==> config.mk <==
export PLATFORM = sky130hd
export DESIGN_NAME = uart_tx_arbiter
export DESIGN_NICKNAME = d
export VERILOG_FILES = /design/src/rtl/uart_tx_arb_pkg.sv /design/src/rtl/uart_rr_picker.sv /design/src/rtl/uart_tx_arbiter.sv
export SDC_FILE = /design/constraint.sdc
export NUM_CORES = 1
export LEC_CHECK = 0
export CAP_MARGIN = 40
export CORE_MARGIN = 3
export CORE_UTILIZATION = 47
export DETAILED_ROUTE_END_ITERATION = 7
export PLACE_DENSITY_LB_ADDON = 0.05
export SYNTH_ARGS = -nofsm -noshare
export SYNTH_HDL_FRONTEND = slang
export SYNTH_SLANG_ARGS = --single-unit
export TNS_END_PERCENT = 10
==> constraint.sdc <==
create_clock -name CLK -period 6 [get_ports CLK]
set_clock_uncertainty 0.1 [all_clocks]
set_input_delay 0.6 -clock CLK [delete_from_list [all_inputs] [get_ports CLK]]
set_output_delay 0.6 -clock CLK [all_outputs]
set_load 0.005 [all_outputs]
==> src/rtl/uart_tx_arb_pkg.sv <==
// Shared definitions for the UART transmit arbiter: FSM state codes and
// default parameter values used by the arbiter and its round-robin picker.
package uart_tx_arb_pkg;

    localparam int DEF_NUM_REQ      = 4;
    localparam int DEF_DATA_WIDTH   = 8;
    localparam int DEF_BUSY_TIMEOUT = 4;

    typedef logic [1:0] arb_state_t;

    localparam arb_state_t IDLE   = 2'd0;
    localparam arb_state_t LAUNCH = 2'd1;
    localparam arb_state_t SEND   = 2'd2;

endpackage

==> src/rtl/uart_rr_picker.sv <==
// Combinational round-robin selector: first set request at or above ptr,
// wrapping explicitly so non-power-of-two request counts work.
import uart_tx_arb_pkg::*;

module uart_rr_picker #(
    parameter int NUM_REQ = DEF_NUM_REQ,
    parameter int IW      = $clog2(NUM_REQ)
) (
    input  logic [NUM_REQ-1:0] req,
    input  logic [IW-1:0]      ptr,
    output logic [IW-1:0]      winner,
    output logic               valid
);

    logic [IW-1:0] idx;

    always_comb begin
        winner = '0;
        valid  = 1'b0;
        idx    = ptr;
        for (int k = 0; k < NUM_REQ; k++) begin
            if (!valid && req[idx]) begin
                winner = idx;
                valid  = 1'b1;
            end
            idx = (idx == IW'(NUM_REQ - 1)) ? '0 : idx + IW'(1);
        end
    end

endmodule

==> src/rtl/uart_tx_arbiter.sv <==
// Round-robin arbiter sharing one UART transmitter among NUM_REQ requesters:
// grants, launches a frame with a one-cycle Data_Valid, then tracks busy.
import uart_tx_arb_pkg::*;

module uart_tx_arbiter #(
    parameter int NUM_REQ      = DEF_NUM_REQ,
    parameter int DATA_WIDTH   = DEF_DATA_WIDTH,
    parameter int BUSY_TIMEOUT = DEF_BUSY_TIMEOUT,
    localparam int IW          = $clog2(NUM_REQ),
    localparam int CW          = $clog2(BUSY_TIMEOUT + 1)
) (
    input  logic                          CLK,
    input  logic                          RST,
    input  logic [NUM_REQ-1:0]            req,
    input  logic [NUM_REQ*DATA_WIDTH-1:0] req_data,
    input  logic [NUM_REQ-1:0]            req_par_en,
    input  logic [NUM_REQ-1:0]            req_par_typ,
    output logic [NUM_REQ-1:0]            gnt,
    output logic [NUM_REQ-1:0]            done,
    output logic [DATA_WIDTH-1:0]         P_DATA,
    output logic                          Data_Valid,
    output logic                          PAR_EN,
    output logic                          PAR_TYP,
    input  logic                          busy,
    output logic [IW-1:0]                 owner,
    output logic                          arb_busy,
    output logic                          timeout_err,
    input  logic                          err_clr
);

    arb_state_t    state;
    logic [IW-1:0] ptr;
    logic [IW-1:0] pick_w;
    logic          pick_vld;
    logic [CW-1:0] cnt;

    uart_rr_picker #(.NUM_REQ(NUM_REQ), .IW(IW)) u_picker (
        .req    (req),
        .ptr    (ptr),
        .winner (pick_w),
        .valid  (pick_vld)
    );

    assign arb_busy = (state != IDLE);

    always_ff @(posedge CLK) begin
        if (RST) begin
            state       <= IDLE;
            ptr         <= '0;
            owner       <= '0;
            gnt         <= '0;
            done        <= '0;
            Data_Valid  <= 1'b0;
            P_DATA      <= '0;
            PAR_EN      <= 1'b0;
            PAR_TYP     <= 1'b0;
            cnt         <= '0;
            timeout_err <= 1'b0;
        end else begin
            gnt        <= '0;
            done       <= '0;
            Data_Valid <= 1'b0;
            // Clear first so a timeout in the same cycle overrides it.
            if (err_clr)
                timeout_err <= 1'b0;
            case (state)
                IDLE: begin
                    if (!busy && pick_vld) begin
                        gnt[pick_w] <= 1'b1;
                        Data_Valid  <= 1'b1;
                        owner       <= pick_w;
                        P_DATA      <= req_data[int'(pick_w)*DATA_WIDTH +: DATA_WIDTH];
                        PAR_EN      <= req_par_en[pick_w];
                        PAR_TYP     <= req_par_typ[pick_w];
                        ptr         <= (pick_w == IW'(NUM_REQ - 1)) ? '0 : pick_w + IW'(1);
                        cnt         <= '0;
                        state       <= LAUNCH;
                    end
                end
                LAUNCH: begin
                    if (busy) begin
                        state <= SEND;
                    end else if (cnt == CW'(BUSY_TIMEOUT - 1)) begin
                        timeout_err <= 1'b1;
                        state       <= IDLE;
                    end else begin
                        cnt <= cnt + CW'(1);
                    end
                end
                SEND: begin
                    if (!busy) begin
                        done[owner] <= 1'b1;
                        state       <= IDLE;
                    end
                end
                default: state <= IDLE;
            endcase
        end
    end

endmodule

## Word level (Yosys, flattened, before mapping)

Cells that the tools add are included.

| storage, ports and cells | value |
|---|---|
| flip-flop bits (word level) | 29 |
| bits in latches | 0 |
| bits in writable memories | 0 |
| memory bits (read-only) | 0 |
| output and inout bits | 23 |
| logic and storage cells | 101 |
| memories kept | 0 |

| cells by class | value |
|---|---|
| add/sub/neg operators | 5 |
| $mul | 0 |
| divide/modulo/power cells | 0 |
| $lt $le $gt $ge | 8 |
| equal/unequal tests | 12 |
| shift-type cells | 1 |
| mux-type cells | 42 |
| bitwise logic cells | 3 |
| reductions and logical operators | 19 |

Operators by type and width:

| operator | count |
|---|---|
| $shiftx A32 B6 Y8 | 1 |
| $mux W2 | 12 |
| $lt A2 B3 Y1 const B | 6 |
| $mux W1 | 17 |
| $bmux W1 S2 | 6 |
| $eq A2 B2 Y1 const B | 5 |
| $mux W3 | 3 |
| $add A2 B1 Y2 const B | 4 |
| $ne A2 B2 Y1 const B | 4 |
| $logic_and A1 B1 Y1 | 6 |
| $pmux W2 S3 | 1 |
| $pmux W3 S2 | 1 |
| $reduce_or A3 Y1 | 2 |
| $demux W1 S2 | 2 |
| $ge A2 B1 Y1 const B | 2 |
| $logic_not A1 Y1 | 4 |
| $reduce_and A4 Y1 | 1 |
| $reduce_bool A2 Y1 | 2 |
| $add A3 B1 Y3 const B | 1 |
| $eq A3 B2 Y1 const B | 1 |
| $ne A3 B3 Y1 const B | 1 |
| $not A1 Y1 | 3 |
| $reduce_and A3 Y1 | 1 |
| $eq A2 B1 Y1 const B | 1 |
| 3 further kinds | 3 |

## Longest topological paths before layout

Gate-level depths: netlist of run 1.

| logic depth | value |
|---|---|
| word-level depth | 16 |
| mapped depth | 9 |
| depth with buffers taken out | 8 |

## By module

Synthesis of run 1 repeated with hierarchy kept, for this count alone.

| unflattened totals | value |
|---|---|
| cells, all modules | 177 |
| area total of the unflattened synthesis | 1,651.6 um^2 |

Modules (own cells, without submodules):

| module | instances | cells each | area an instance (um^2) | sequential area each (um^2) |
|---|---|---|---|---|
| uart_tx_arbiter | 1 | 136 | 1,366.3 | 580.6 |
| uart_rr_picker | 1 | 41 | 285.3 | 0.0 |

## Worst setup path after synthesis of run 1

Ideal clock, no wire load.

| path | value |
|---|---|
| path type | in2reg |
| from | input port req[3] |
| to | register P_DATA[3] |
| library setup time | 141 ps |
| arrival | 2,214 ps |
| data required time | 5,759 ps |
| slack | 3,545 ps |
| stages | 7 |
| path through | mux4_2 -> nor2b_1 -> a41oi_4 -> buf_6 -> and2b_1 -> a2111oi_2 -> a2111oi_2 |

| on the way | value |
|---|---|
| word-level cells in the longest chain between the ends | 14 |
| elaborated cells between the ends (all ways) | 25 |
| those cells by class | shift (1); mux (16); reduce/logical (8) |

RTL lines:

| what | RTL line | text |
|---|---|---|
| start: declaration | uart_tx_arbiter.sv:14 | `input logic [NUM_REQ-1:0] req,` |
| parallel branches: the longest is 14 deep, another holds $bmux W1 S2 | - |  |
| end signal: assignment | uart_tx_arbiter.sv:72 | `P_DATA <= req_data[int'(pick_w)*DATA_WIDTH +: DATA_WIDTH];` |
| end: declaration | uart_tx_arbiter.sv:20 | `output logic [DATA_WIDTH-1:0] P_DATA,` |

Several ways; the timed one is not identified. The select of a mux whose other input is x is not followed.
A chain may end at the register's enable or synchronous reset.

## Worst setup path after layout of run 1

| path | value |
|---|---|
| from | input port req[2] |
| to | register P_DATA[7] |

The elaborated chain is that of the path after synthesis.

==> impl_metrics.env, run 1 <==
export IMPL_crit_required_ps=6040
export IMPL_synth_nets=236
export IMPL_p_leak_nw=0.9680
export IMPL_finalHoldViolCount=0
export IMPL_detail_route_vias_per_cell=5.591
export IMPL_first_iter_violations=94
export IMPL_wl_per_cell_um=15.26
export IMPL_design_area_um2=2574
export IMPL_top_layer_used="met4"
export IMPL_slew_headroom_pct=38.56
export IMPL_syn_cell_area_um2=1788
export IMPL_area_growth_pct=43.95
export IMPL_htreeDepth=2
export IMPL_slew_viol_final=0
export IMPL_status="finished clean"
export IMPL_cts_root_buf="clkbuf_8"
export IMPL_gp_congestion=0.7990
export IMPL_synth_mux_area_fraction_pct=8.118
export IMPL_clk_pin_slew_ps=60
export IMPL_start_util_pct=51.16
export IMPL_finalSetupViolCount=0
export IMPL_core_um2=3495
export IMPL_fill_cells=261
export IMPL_post_place_ws_ps=2553
export IMPL_multi_input_area_um2=1085
export IMPL_period_share_pct=52.68
export IMPL_tritoncts="built"
export IMPL_register_area_um2=580.6
export IMPL_grt_pass1_wl_um=7389
export IMPL_synth_area_leader_cell="dfxtp_1"
export IMPL_synth_cells=181
export IMPL_instances_no_fill=296
export IMPL_drive_gt1_share_pct=13.20
export IMPL_grt_pass1_vias=1620
export IMPL_nNetsFinal=305
export IMPL_cts_resized=0
export IMPL_p_total_w=0.0006878
export IMPL_cts_buffer_depth=2
export IMPL_path_class="input pin to flip-flop"
export IMPL_ys_seq_area_share_pct=32.47
export IMPL_clock_latency_ps=280
export IMPL_first_pass_iters=4
export IMPL_ys_ff_latch=29
export IMPL_dp_hpwl_um=3428
export IMPL_synthDominantCellAreaShare_pct=32.47
export IMPL_tns_ps=0
export IMPL_fmax_mhz=316.4
export IMPL_hp_class="flip-flop to flip-flop"
export IMPL_drc=0
export IMPL_synth_simple_area_share_pct=20.71
export IMPL_synth_warnings=0
export IMPL_synth_edf_count=0
export IMPL_syn_area_per_cell_um2=9.878
export IMPL_track_usage_pct=21.69
export IMPL_grt_max_degree=35
export IMPL_rsz0062_at_grt="false"
export IMPL_synth_compound_area_share_pct=26.45
export IMPL_num_antenna_cells=0
export IMPL_row_count=21
export IMPL_wl_met1_um=1950
export IMPL_synth_flop_cell="dfxtp_1"
export IMPL_cts_buffers=5
export IMPL_synth_adder_area_share_pct=4.899
export IMPL_dr_wl_met2_um=2226
export IMPL_io_buffer_count=70
export IMPL_postCtsHoldBufs=0
export IMPL_place_inst=289
export IMPL_endpoint_kind="flip-flop"
export IMPL_fp_dieW_um=67.68
export IMPL_worst_slack_ps=2839
export IMPL_post_route_min_period_ps=3161
export IMPL_cts_setup_buffers=0
export IMPL_die_area_um2=4581
export IMPL_worst_pin_slew_ps=916.7
export IMPL_cap_viol_max_count=0
export IMPL_synthDistinctLibCells=49
export IMPL_cp_start_kind="input pin"
export IMPL_die_height_um=67.68
export IMPL_wirelength_um=4518
export IMPL_dr_wl_met3_um=235
export IMPL_ant_nets=0
export IMPL_overflow=0
export IMPL_synth_xor_area_share_pct=0.4899
export IMPL_cts_sinks=29
export IMPL_synth_area_leaders="dfxtp_1 32%, a2111oi_2 9.2%, mux2i_1 5.6%"
export IMPL_arrival_ps=3210
export IMPL_p_per_area_nw_per_um2=267.2
export IMPL_synth_top_family_by_area="compound AO/OA/AOI/OAI gates"
export IMPL_vias=1655
export IMPL_async_flop_share_pct=0
export IMPL_boundaryPins=71
export IMPL_placed_area_um2=2487
export IMPL_vdd_drop_max_v=0.0001285
export IMPL_cp_max_fo=34
export IMPL_antenna_found_initial=0
-- path summary, 6_finish.rpt --
| path | startpoint | end | slack [ps] | cells past startpoint |
|---|---|---|---|---|
| max reg2reg | ptr[0] | P_DATA[7] | 3030 | 8 |
| max | req[2] | P_DATA[7] | 2840 | 8 |
| min | cnt[0] | cnt[0] | 400 | 2 |
| min reg2reg | cnt[0] | cnt[0] | 400 | 2 |
-- cells in the final DEF, fill, tap and decap left out, types with 2 or more instances in the layout --
cell type        Yosys  routed
clkbuf_8             0       6
nor4_1               2       2
nand2b_1             2       2
a2111oi_0            4       4
a211oi_1             2       2
inv_1                9       9
and2_1               4       4
a2111oi_2           11      11
a2111oi_1            4       4
mux2i_1             10      10
nor3b_1              3       3
nor3_1               2       2
and2b_1              7       7
ha_1                 7       7
nor2b_1              5       5
a21oi_1              8       8
clkdlybuf4s50_1      0      70
nor2_1              20      20
o21ai_0              3       3
nand3_1              3       3
dfxtp_1             29      29
buf_4                0       2
mux2_2               2       2
nand2_1              8       8
or2_2                2       2
-- cells in the mapped netlist (2+ instances only) --
library cell	number
a2111oi_0	4
and2b_1	7
dfxtp_1	29
or2_2	2
ha_1	7
nor4_1	2
nand2b_1	2
mux2i_1	10
a211oi_1	2
nand3_1	3
buf_6	6
clkbuf_1	2
and2_1	4
inv_1	9
buf_2	2
o21ai_0	3
nor3_1	2
mux2_2	2
a21oi_1	8
a2111oi_1	4
a2111oi_2	11
nor2b_1	5
nand2_1	8
nor3b_1	3
nor2_1	20
-- routing by layer --
layer  GRT usage [%]  up-vias
li1                -      804
met1           25.43      798
met2           35.84       44
met3           5.657        9
met4           11.65        0
met5               0        -
-- sequential cells by signal (all words and copies together), names as in the netlist --
name / count
Data_Valid: 1
PAR_EN: 1
PAR_TYP: 1
P_DATA: 8
cnt: 3
done: 4
gnt: 4
owner: 2
ptr: 2
state: 2
timeout_err: 1
-- worst max-delay path: stages --
cell	delay [ps]
clkdlybuf4s50_1	530
mux4_2	570
nor2b_1	190
a41oi_4	180
buf_4	400
and2b_1	230
a2111oi_0	390
a2111oi_1	110
-- power by group --
| group | internal (W) | leakage [nW] | switching [W] | total (W) |
|---|---|---|---|---|
| registers | 0.000214 | 0.238 | 0.0000185 | 0.000233 |
| logic | 0.000145 | 0.686 | 0.000149 | 0.000294 |
| clock network | 0.0000908 | 0.0443 | 0.0000707 | 0.000161 |
| total | 0.000450 | 0.968 | 0.000238 | 0.000688 |
-- cell families after synthesis --
family / Yosys count
XOR/XNOR: 1
multiplexers: 13
AO/OA/AOI/OAI: 45
flip-flops: 29
AND/OR/NAND/NOR: 66
buffers and inverters: 20
adder cells (fa/ha/maj): 7
-- per-stage QoR --
stage	util (%)	hold slack, ps
2_1_floorplan	-	351.6
5_1_grt	73.65	420.8
3_3_place_gp	70.75	358.5
4_1_cts	73.65	404.3
3_5_place_dp	71.18	395.7
6_report	73.65	396.6
-- area by class of cell --
cell class,count,area share [%]
multi-input combinational,132,42.15
timing repair buffer,73,28.39
sequential,29,22.56
clock buffer,7,3.354
tap,46,2.236
inverter,9,1.313
Power figures use the tool's default switching activity.
==> run 2, diff against run 1 <==
--- a/config.mk
+++ b/config.mk
@@ -7,7 +7,7 @@
 export LEC_CHECK = 0
 export CAP_MARGIN = 40
 export CORE_MARGIN = 3
-export CORE_UTILIZATION = 47
+export CORE_UTILIZATION = 39
 export DETAILED_ROUTE_END_ITERATION = 7
 export PLACE_DENSITY_LB_ADDON = 0.05
 export SYNTH_ARGS = -nofsm -noshare
==> constraint.sdc (replaced) <==
create_clock -name CLK -period 2.81 [get_ports CLK]
set_clock_uncertainty 0.1 [all_clocks]
set_input_delay 0.281 -clock CLK [delete_from_list [all_inputs] [get_ports CLK]]
set_output_delay 0.281 -clock CLK [all_outputs]
set_load 0.005 [all_outputs]
==> impl_metrics.env, run 2 (same netlist as run 1, synthesis figures left out) <==
export IMPL_status="finished clean"
export IMPL_period_share_pct=93.76
export IMPL_fp_dieW_um=73.71
export IMPL_finalSetupViolCount=0
export IMPL_path_class="input pin to flip-flop"
export IMPL_top_register="P_DATA"
export IMPL_finalHoldViolCount=0
export IMPL_die_area_um2=5433
export IMPL_final_cell_mix="70 x clkdlybuf4s50_1, 29 x dfxtp_1, 20 x nor2_1"
export IMPL_endpoint_kind="flip-flop"
export IMPL_vdd_drop_max_v=0.0003255
export IMPL_hold_depth=2
export IMPL_worst_slack_ps=175.4
export IMPL_timing_rr_end="P_DATA[7]"
export IMPL_nNetsFinal=319
export IMPL_dp_hpwl_um=3660
export IMPL_slew_viol_final=0
export IMPL_place_inst=306
export IMPL_whs_endpoint="cnt[1]"
export IMPL_clk_pin_slew_ps=70
export IMPL_vias=1667
export IMPL_arrival_ps=2680
export IMPL_io_buffer_count=70
export IMPL_r2r_start="ptr[0]"
export IMPL_cap_viol_max_count=0
export IMPL_largestRegisters="P_DATA: 8 flops, done: 4 flops, gnt: 4 flops"
export IMPL_grt_max_degree=23
export IMPL_hp_class="flip-flop to flip-flop"
export IMPL_largest_register_ff_count=8
export IMPL_placed_area_um2=2595
export IMPL_min_from="cnt[1]"
export IMPL_first_pass_iters=4
export IMPL_ff2ff_path_depth=8
export IMPL_wl_per_cell_um=15.12
export IMPL_antenna_found_initial=0
export IMPL_postCtsHoldBufs=0
export IMPL_detail_route_vias_per_cell=5.292
export IMPL_slew_headroom_pct=45.60
export IMPL_start_util_pct=42.56
export IMPL_p_leak_nw=1.038
export IMPL_area_growth_pct=51.08
export IMPL_cp_max_fo=10
export IMPL_cts_buffers=5
export IMPL_drc=0
export IMPL_p_per_area_nw_per_um2=575.7
export IMPL_cts_root_buf="clkbuf_8"
export IMPL_track_usage_pct=18.57
export IMPL_drive_gt1_share_pct=18.87
export IMPL_ant_nets=0
export IMPL_first_iter_violations=55
export IMPL_htreeDepth=2
export IMPL_clock_latency_ps=280
export IMPL_wirelength_um=4762
export IMPL_fin_util_pct=64.29
export IMPL_worst_pin_slew_ps=808.6
export IMPL_overflow=0
export IMPL_cp_start_kind="input pin"
export IMPL_grt_pass1_wl_um=7921
export IMPL_row_count=23
export IMPL_cts_sinks=29
export IMPL_p_total_w=0.001555
export IMPL_design_area_um2=2701
export IMPL_grt_pass1_vias=1736
export IMPL_num_antenna_cells=0
export IMPL_die_height_um=73.71
export IMPL_ff2ff_setup_slack_ps=220
export IMPL_fmax_mhz=379.6
export IMPL_crit_required_ps=2860
export IMPL_cts_buffer_depth=2
export IMPL_boundaryPins=71
export IMPL_final_common_cell="clkdlybuf4s50_1"
export IMPL_gp_congestion=0.8363
export IMPL_core_um2=4202
export IMPL_rsz0062_at_grt="true"
export IMPL_post_route_min_period_ps=2635
export IMPL_instances_no_fill=315
export IMPL_tritoncts="built"
export IMPL_post_place_ws_ps=-179.7
run 2: changes by cell type in the layout (fill, tap and decap cells not counted), moves of 2 or more:
cell       change
clkinv_2       +2
buf_4         +14
a2111oi_1      +2
a2111oi_0      -2
run 2: area by class of cell:
cell class,instances,area (um^2)
Tap cell,50,62.56
Multi-Input combinational cell,132,1101
Timing Repair Buffer,87,840.8
Clock inverter,2,10.01
Inverter,9,33.78
Sequential cell,29,580.6
Clock buffer,6,72.57
Fill cell,316,1500
run 2: how the worst max path moves through the flow:
stage,from,end,slack [ps],cells past startpoint
after CTS,ptr[0],P_DATA[6],50,7
after floorplan,ptr[0],P_DATA[0],360,8
after global placement,req[2],PAR_TYP,-30,7
after detailed placement,req[2],P_DATA[6],-180,7
final,req[2],PAR_EN,180,9
after global routing,ptr[0],P_DATA[7],-6,7
run 2: metrics by stage:
stage                     hold WS [ps]  TNS, ps
after floorplan                  291.3        0
after global placement           358.6   -44.15
after detailed placement         377.9   -561.4
after CTS                        386.8        0
after global routing             408.4   -11.20
final                            382.5        0
run 2: repair_timing:
item | 4_1_cts | 5_1_grt
buffers inserted | 0 | 1
endpoints found under the setup margin | 1 | 4
pin swaps | 0 | 1
resized for setup | 1 | 4
gates cloned | 0 | 0
run 2: power breakdown:
group          total, W  leakage, nW  switching, W  internal (W)
Sequential     0.000491        0.238     0.0000336      0.000457
Clock          0.000328       0.0450      0.000157      0.000171
Combinational  0.000736        0.756      0.000353      0.000384
run 2: metal layers:
metal | global-route usage, % | routed length [um] | up-vias
li1 | - | - | 834
met1 | 21.16 | 1963 | 789
met2 | 33.76 | 2542 | 40
met3 | 4.651 | 217 | 4
met4 | 5.433 | 39 | 0
met5 | 0 | 0 | -
run 2: worst max-delay path: stages:
cell	delay, ps
clkdlybuf4s50_1	530
mux4_2	520
buf_4	170
inv_1	100
a41oi_4	200
buf_4	220
buf_4	160
a2111oi_0	400
a2111oi_1	110
